<file path="src/rtl/uart_pkg.sv">
// Shared definitions for the odd-parity UART transmitter and receiver pair.
package uart_pkg;
  typedef enum logic [2:0] {IDLE, START, DATA, PARITY, STOP} state_t;

  localparam int   DATA_BITS   = 8;
  localparam logic LINE_IDLE   = 1'b1;
  localparam logic START_LEVEL = 1'b0;
  localparam logic STOP_LEVEL  = 1'b1;

  // Parity bit that makes data+parity carry an odd number of ones.
  function automatic logic odd_parity(input logic [DATA_BITS-1:0] b);
    return ~^b;
  endfunction
endpackage

</file>
<file path="src/rtl/uart_bit_timer.sv">
// Bit-period counter: pulses bit_end on the last clock of every CLKS_PER_BIT window.
module uart_bit_timer #(
  parameter int CLKS_PER_BIT = 1
) (
  input  logic clk,
  input  logic reset,
  input  logic restart,
  output logic bit_end
);
  localparam int CW = (CLKS_PER_BIT > 1) ? $clog2(CLKS_PER_BIT) : 1;
  localparam logic [CW-1:0] LAST = CW'(CLKS_PER_BIT - 1);

  logic [CW-1:0] cnt_q, cnt_d;

  always_comb begin
    cnt_d = cnt_q;
    if (restart || cnt_q == LAST) cnt_d = '0;
    else                          cnt_d = cnt_q + 1'b1;
  end

  always_ff @(posedge clk) begin
    if (reset) cnt_q <= '0;
    else       cnt_q <= cnt_d;
  end

  assign bit_end = !restart && (cnt_q == LAST);
endmodule

</file>
<file path="src/rtl/uart_tx_odd_parity.sv">
// Odd-parity serial frame transmitter: start, 8 data bits LSB first, parity, stop.
module uart_tx_odd_parity
  import uart_pkg::*;
#(
  parameter int CLKS_PER_BIT = 1
) (
  input  logic       clk,
  input  logic       reset,
  input  logic [7:0] in_byte,
  input  logic       in_valid,
  output logic       in_ready,
  output logic       out,
  output logic       busy
);
  state_t        state_q, state_d;
  logic [7:0]    shift_q, shift_d;
  logic          par_q, par_d;
  logic [2:0]    idx_q, idx_d;
  logic          out_q, out_d;
  logic          bit_end;

  // Counter idles at zero so the first bit period starts cleanly after accept.
  uart_bit_timer #(.CLKS_PER_BIT(CLKS_PER_BIT)) u_timer (
    .clk     (clk),
    .reset   (reset),
    .restart (state_q == IDLE),
    .bit_end (bit_end)
  );

  always_comb begin
    in_ready = (state_q == IDLE) || (state_q == STOP && bit_end);
    state_d  = state_q;
    shift_d  = shift_q;
    par_d    = par_q;
    idx_d    = idx_q;

    case (state_q)
      START:  if (bit_end) begin state_d = DATA; idx_d = '0; end
      DATA:   if (bit_end) begin
                if (idx_q == 3'(DATA_BITS - 1)) state_d = PARITY;
                else begin
                  idx_d   = idx_q + 1'b1;
                  shift_d = shift_q >> 1;
                end
              end
      PARITY: if (bit_end) state_d = STOP;
      STOP:   if (bit_end) state_d = IDLE;
      default: ;
    endcase

    if (in_valid && in_ready) begin
      state_d = START;
      shift_d = in_byte;
      par_d   = odd_parity(in_byte);
      idx_d   = '0;
    end

    // Line level follows the upcoming state so out stays a pure register.
    case (state_d)
      START:   out_d = START_LEVEL;
      DATA:    out_d = shift_d[0];
      PARITY:  out_d = par_d;
      STOP:    out_d = STOP_LEVEL;
      default: out_d = LINE_IDLE;
    endcase
  end

  always_ff @(posedge clk) begin
    if (reset) begin
      state_q <= IDLE;
      shift_q <= '0;
      par_q   <= 1'b0;
      idx_q   <= '0;
      out_q   <= LINE_IDLE;
    end else begin
      state_q <= state_d;
      shift_q <= shift_d;
      par_q   <= par_d;
      idx_q   <= idx_d;
      out_q   <= out_d;
    end
  end

  assign out  = out_q;
  assign busy = (state_q != IDLE);
endmodule

</file>
<file path="config.mk">
export PLATFORM = sky130hd
export DESIGN_NAME = uart_tx_odd_parity
export DESIGN_NICKNAME = d
export VERILOG_FILES = /design/src/rtl/uart_pkg.sv /design/src/rtl/uart_bit_timer.sv /design/src/rtl/uart_tx_odd_parity.sv
export SDC_FILE = /design/constraint.sdc
export NUM_CORES = 1
export LEC_CHECK = 0
export ABC_CLOCK_PERIOD_IN_PS = 4900
export BUFFER_PORTS_ARGS = -buffer_cell sky130_fd_sc_hd__buf_2
export CAP_MARGIN = 15
export CORE_MARGIN = 5
export CORE_UTILIZATION = 50
export CTS_CLUSTER_SIZE = 20
export DETAILED_ROUTE_END_ITERATION = 8
export GPL_TIMING_DRIVEN = 0
export HOLD_SLACK_MARGIN = 0.03
export PLACE_DENSITY = 0.72
export SLEW_MARGIN = 30
export SYNTH_ARGS = -nofsm -noshare
export SYNTH_HDL_FRONTEND = slang
export SYNTH_SLANG_ARGS = --single-unit
</file>
<file path="constraint.sdc">
create_clock -name clk -period 4.9 [get_ports clk]
set_input_delay 0 -clock clk [delete_from_list [all_inputs] [get_ports clk]]
set_output_delay 0 -clock clk [all_outputs]
set_load 0.02 [all_outputs]
</file>
==> impl_metrics.csv, run 1 <==
group,metric,value,unit
outcome,status,"completed",
global_routing,met2_usage,27.1,%
timing,timing.hold.ws,0.147,ns
synth,yosysSeqAreaShare,37.5,%
global_routing,busiest_layer,"met2",
setup_path,worstPathRequired,5.09,ns
clock_network,post_cts_resize_count,0,
setup_path,crit_path_frequent_cell,"ha_1",
timing,min_period_over_period,45.0,%
die,row_count,15,
finish,fin_nets,145,
power,power_density,273,nW/um^2
place,dpl.hpwl,1370,um
clock_network,insertion_delay,0.29,ns
setup_path,critPathTopFamily,"simple AND/OR/NAND/NOR gates",
power,total_power,303,uW
timing,timing.final.hold_violations,0,
synth,synth_cells,106,
power,power.share.clock,25.0,%
power,p_leak,0.440,nW
clock_network,cts-buffers-inserted,3,
clock_network,path_clk_slew,0.11,ns
setup_path,cp_cell_sequence,"ha_1 -> ha_1 -> nor3b_4 -> nand2_4 -> nand2_1 -> a311oi_1 -> dlygate4sd3_1",
timing,drv_slew,0,
power,internal_power,213,uW
place,placed_area,1000,um^2
detailed_routing,wl_per_cell,12.6,um
finish,area_delta_synth_final,22.5,%
synth,synth.distinct_cells,29,
global_routing,grt_max_degree,11,
timing,worst_slack,2.70,ns
detailed_routing,dr.pass1.iters,2,
die,die_h,52.6,um
timing,setup_tns,0,ns
place,dp_slack,2.80,ns
die,core-area,1730,um^2
synth,synth_area,907,um^2
power,p_switching,89.5,uW
synth,ys_warn_count,0,
power,peakVddDrop,0.000159,V
die,ios,14,
setup_path,worstPathArrival,2.40,ns
detailed_routing,drc,0,
finish,antenna_cells,0,
detailed_routing,drt_wl_total,1970,um
power,switching_share,29.5,%
global_routing,grtUsageMet3,2.85,%
detailed_routing,drt_iter0_drc,11,
setup_path,cp_max_fo,9,
setup_path,path_class,"register to register",
power,p_comb_share,24.3,%
die,die_w,52.6,um
finish,fillCellCount,159,
clock_network,cts_tree,"done",
die,start_util,52.5,%
setup_path,cp_slowest_stage_delay,0.58,ns
worst_hold_path,hold_class,"input port to register",
finish,drive_above_1_share,19.8,%
detailed_routing,viasPerCell,5.28,
die,die_area,2770,um^2
flow_run,max-cap-violations,0,
timing,fmax,454,MHz
timing,finalClockSkew,0.00825,ns
global_routing,grt_pass1_wl,3340,um
setup_path,crit_path_start_kind,"register",
clock_network,cts.path.max_buffers,2,
global_routing,grt_overflow_total,0,
global_routing,antenna_found_initial,0,
synth,syn_nets,119,
synth,ys_ff_latch,17,
global_routing,grt.met1_usage,19.2,%
setup_path,worst_path_max_delay_cell,"dlygate4sd3_1",
timing,period_minus_slack,2.20,ns
clock_network,clock-sinks,17,
setup_path,crit_buf_inv,1,
global_routing,track_usage,16.3,%
clock_network,cts_root_buf,"clkbuf_4",
detailed_routing,detail-route-antenna-nets,0,
place,port_buffers,13,
finish,design_area,1110,um^2
global_routing,grt_pass1_vias,808,
clock_network,htree_levels,1,
timing,setup_violations,0,
setup_path,cp-end-kind,"register",
detailed_routing,vias,824,
power,pwr-share-seq,50.7,%
synth,syn_area_per_cell,8.56,um^2
timing,rsz0062_at_grt,"false",
place,gp_congestion,0.814,
## logic make-up after synthesis
family,after synthesis,share of synthesized area (%)
AND/OR/NAND/NOR,51,29.8
AO/OA/AOI/OAI,21,17.4
flip-flops,17,37.5
XOR/XNOR,8,7.72
buffers and inverters,6,4.41
adder cells (fa/ha/maj),2,2.76
other,1,0.413
## power by group through the flow
stage	sequential, mW	clock, mW	combinational (mW)
finish	0.154	0.0758	0.0736
global route	0.155	0.0839	0.0811
CTS	0.153	0.0802	0.0730
detailed placement	0.157	0	0.0679
global placement	0.156	0	0.0662
floorplan	0.157	0	0.0493
## path summary, 6_finish.rpt
check | slack, ns | cells after the start | end | startpoint
setup / recovery | 2.70 | 7 | shift_q[1] | idx_q[0]
hold / removal | 0.15 | 4 | shift_q[2] | in_valid
setup reg to reg | 2.70 | 7 | shift_q[1] | idx_q[0]
hold reg to reg | 0.48 | 2 | par_q | par_q
## Yosys cell counts (all sizes together)
cell,n,area [um^2]
dfxtp,17,340
a32o,1,10.0
nor3b,4,41.3
buf,4,32.5
nand3,7,35.0
a221o,1,10.0
and2,3,18.8
o21ai,6,30.0
a211oi,2,25.0
or3,1,6.26
nor2b,3,18.8
a311oi,6,52.6
nor3,2,10.0
nand2b,1,6.26
a21oi,3,15.0
nand2,17,71.3
o21a,2,15.0
xnor2,7,61.3
nor2,10,37.5
conb,1,3.75
clkbuf,2,7.51
ha,2,25.0
and2b,2,15.0
and3b,1,10.0
xor2,1,8.76
## cell usage in the layout (no fill, tap or decap), drive strengths merged, types with 2 or more instances in the layout
cell,n
nand2,17
nor2,10
nor2b,3
o21ai,6
and2,3
buf,17
a21oi,3
ha,2
a311oi,6
a211oi,2
xnor2,7
dlygate4sd3,8
nand3,7
o21a,2
and2b,2
nor3b,4
clkbuf,5
dfxtp,17
nor3,2
## sequential cells by signal (all words and copies together) (netlist names)
| register | flops |
|---|---|
| u_timer.cnt_q | 1 |
| idx_q | 3 |
| state_q | 3 |
| par_q | 1 |
| shift_q | 8 |
| out | 1 |
## layout make-up
type / instances / area (um^2) / share of cell area, %
multi-input cells: 83 / 527 / 47.4
flip-flops and latches: 17 / 340 / 30.6
repair buffers: 21 / 145 / 13.1
plain buffers: 6 / 40.0 / 3.60
well taps: 25 / 31.3 / 2.82
clock buffers: 3 / 22.5 / 2.03
clock inverters: 1 / 5.00 / 0.450
## layer usage
layer / routed length (um) / vias up
met5: 0 / -
met3: 73 / 6
met1: 925 / 385
met2: 911 / 15
met4: 57 / 0
li1: - / 418
## what timing repair did
item,4_1_cts,5_1_grt
endpoints found under the hold margin,9,1
buffers inserted,0,0
setup endpoints to repair,0,0
hold buffers,7,1
## worst min-delay path: cells and delay by family
family,cells,cell delay [ns]
AOI/OAI and AO/OA,1,0.05
buffers and inverters,1,0.09
and+or+nand+nor,2,0.25
## metrics by stage
step | utilization [%] | cells
2_1_floorplan | - | 106
3_3_place_gp | 58.1 | 144
3_5_place_dp | 58.1 | 144
4_1_cts | 63.8 | 155
5_1_grt | 64.3 | 156
6_report | 64.3 | 156
No activity file was read; power rests on OpenSTA's default activity.
==> run 2: changes to the inputs <==
ABC_CLOCK_PERIOD_IN_PS = 2000   (was 4900)
CORE_UTILIZATION = 48   (was 50)
clock period = 2 ns   (was 4.9 ns; I/O delays follow)
==> run 2 against run 1 <==
Critical path type unchanged. Non-clock buffer count is 2 higher. Final cell count is 1.3% higher. Setup slack worse by 2.6 ns. Maximum frequency is 18% higher. Sequential share of layout area is 0.27 points lower.
==> impl_metrics.csv, run 2 (same netlist as run 1, synthesis figures left out) <==
group,metric,value,unit
timing,finalClockSkew,0.00147,ns
timing,slew_headroom,65.9,%
global_routing,track_usage,16.9,%
power,power.share.clock,25.2,%
die,start_util,51.4,%
clock_network,clock-sinks,17,
detailed_routing,vias,869,
global_routing,grtUsageMet3,2.54,%
die,ios,14,
detailed_routing,detail-route-antenna-nets,0,
timing,timing.final.hold_violations,0,
detailed_routing,drc,0,
finish,largest_reg_flops,8,
global_routing,grt_pass1_vias,784,
setup_path,worst_path_max_delay_cell,"a221o_1",
die,die_h,53.5,um
timing,min_period_over_period,93.1,%
clock_network,insertion_delay,0.29,ns
timing,drv_slew,0,
detailed_routing,dr.pass1.iters,4,
die,core-area,1760,um^2
clock_network,cts_tree,"done",
clock_network,cts.path.max_buffers,2,
die,die_w,53.5,um
place,gp_congestion,0.786,
timing,tightest_slew,0.511,ns
power,power_density,668,nW/um^2
clock_network,htree_levels,1,
power,total_power,749,uW
finish,design_area,1120,um^2
place,port_buffers,13,
power,peakVddDrop,0.000302,V
setup_path,cp-end-kind,"register",
global_routing,met2_usage,30.0,%
setup_path,cp_slowest_stage_delay,0.38,ns
setup_path,crit_path_start_kind,"register",
global_routing,grt.met1_usage,19.6,%
die,row_count,15,
finish,drive_above_1_share,22.6,%
clock_network,post_cts_resize_count,0,
outcome,status,"completed",
flow_run,max-cap-violations,0,
power,internal_power,522,uW
global_routing,grt_max_degree,11,
power,switching_share,30.3,%
power,p_leak,0.449,nW
power,pwr-share-seq,50.4,%
setup_path,path_class,"register to register",
setup_path,worstPathRequired,2.20,ns
finish,final_util,63.5,%
setup_path,cp_max_fo,4,
finish,fillCellCount,173,
clock_network,cts_root_buf,"clkbuf_4",
timing,setup_violations,0,
global_routing,busiest_layer,"met2",
die,die_area,2860,um^2
finish,antenna_cells,0,
timing,rsz0062_at_grt,"false",
detailed_routing,wl_per_cell,13.5,um
global_routing,grt_overflow_total,0,
place,dpl.hpwl,1440,um
finish,reg_top3,"shift_q (8), idx_q (3), state_q (3)",
finish,fin_nets,147,
setup_path,crit_path_frequent_cell,"ha_1",
timing,setup_tns,0,ns
finish,final_cell_mix,"dfxtp_1 (17), nand2_1 (16), buf_2 (15), nor2_1 (10)",
detailed_routing,drt_wl_total,2130,um
detailed_routing,drt_iter0_drc,16,
finish,final_common_cell,"dfxtp_1",
timing,fmax,537,MHz
detailed_routing,viasPerCell,5.50,
setup_path,cp_cell_sequence,"ha_1 -> ha_1 -> nor3b_4 -> nand2_4 -> a221o_1 -> a211oi_2 -> o21ai_1",
finish,regMostFlops,"shift_q",
global_routing,antenna_found_initial,0,
global_routing,grt_pass1_wl,3440,um
power,p_switching,227,uW
power,p_comb_share,24.4,%
place,placed_area,1000,um^2
finish,area_delta_synth_final,23.6,%
worst_hold_path,hold_class,"input port to register",
timing,period_minus_slack,1.86,ns
clock_network,cts-buffers-inserted,3,
setup_path,worstPathArrival,2.06,ns
clock_network,path_clk_slew,0.10,ns
## run 2: cell type report
| class | instances | area [um^2] | area share (%) |
|---|---|---|---|
| clock buffer | 3 | 22.5 | 2.01 |
| tap | 25 | 31.3 | 2.79 |
| multi-input combinational | 83 | 527 | 47.0 |
| timing repair buffer | 23 | 155 | 13.8 |
| sequential | 17 | 340 | 30.4 |
| clock inverter | 1 | 5.00 | 0.446 |
| buffer | 6 | 40.0 | 3.57 |
## run 2: critical path: cells and delay by family, from the launching register on
family / cells / cell delay [ns]
AO/OA/AOI/OAI: 3 / 0.64
adder cells (fa/ha/maj): 2 / 0.42
AND/OR/NAND/NOR: 2 / 0.37
flip-flops: 1 / 0.34
## run 2: timing repair
item | in CTS | in global routing
hold buffers | 6 | 0
buffers inserted | 2 | 2
hold endpoints to repair | 7 | 0
setup endpoints to repair | 1 | 1
pin swaps | 1 | 2
## run 2: path summary, 6_finish.rpt
| check | cells after the start | startpoint | slack (ns) | to |
|---|---|---|---|---|
| worst max-delay path | 7 | idx_q[0] | 0.14 | out |
| worst min-delay path | 3 | in_byte[2] | 0.04 | shift_q[2] |
| worst max register to register | 7 | idx_q[0] | 0.14 | out |
| worst min register to register | 2 | par_q | 0.48 | par_q |
## run 2: layer usage
metal	wire length, um	up-vias
met4	33	0
met5	0	-
li1	-	424
met1	950	421
met3	69	4
met2	1070	20
## run 2: through the flow
stage          hold slack (ns)  cells  setup WS [ns]
3_3_place_gp             0.267    144        -0.0445
4_1_cts                 0.0328    156         0.0659
5_1_grt                 0.0508    158         0.0452
2_1_floorplan           0.0716    106          0.114
6_report                0.0390    158          0.138
3_5_place_dp             0.263    144        -0.0492
## run 2: power groups by stage
stage / combinational [mW] / sequential (mW) / clock, mW
5_1_grt: 0.200 / 0.379 / 0.203
2_1_floorplan: 0.121 / 0.384 / 0
4_1_cts: 0.180 / 0.376 / 0.188
6_report: 0.183 / 0.377 / 0.189
3_3_place_gp: 0.163 / 0.383 / 0
3_5_place_dp: 0.167 / 0.384 / 0
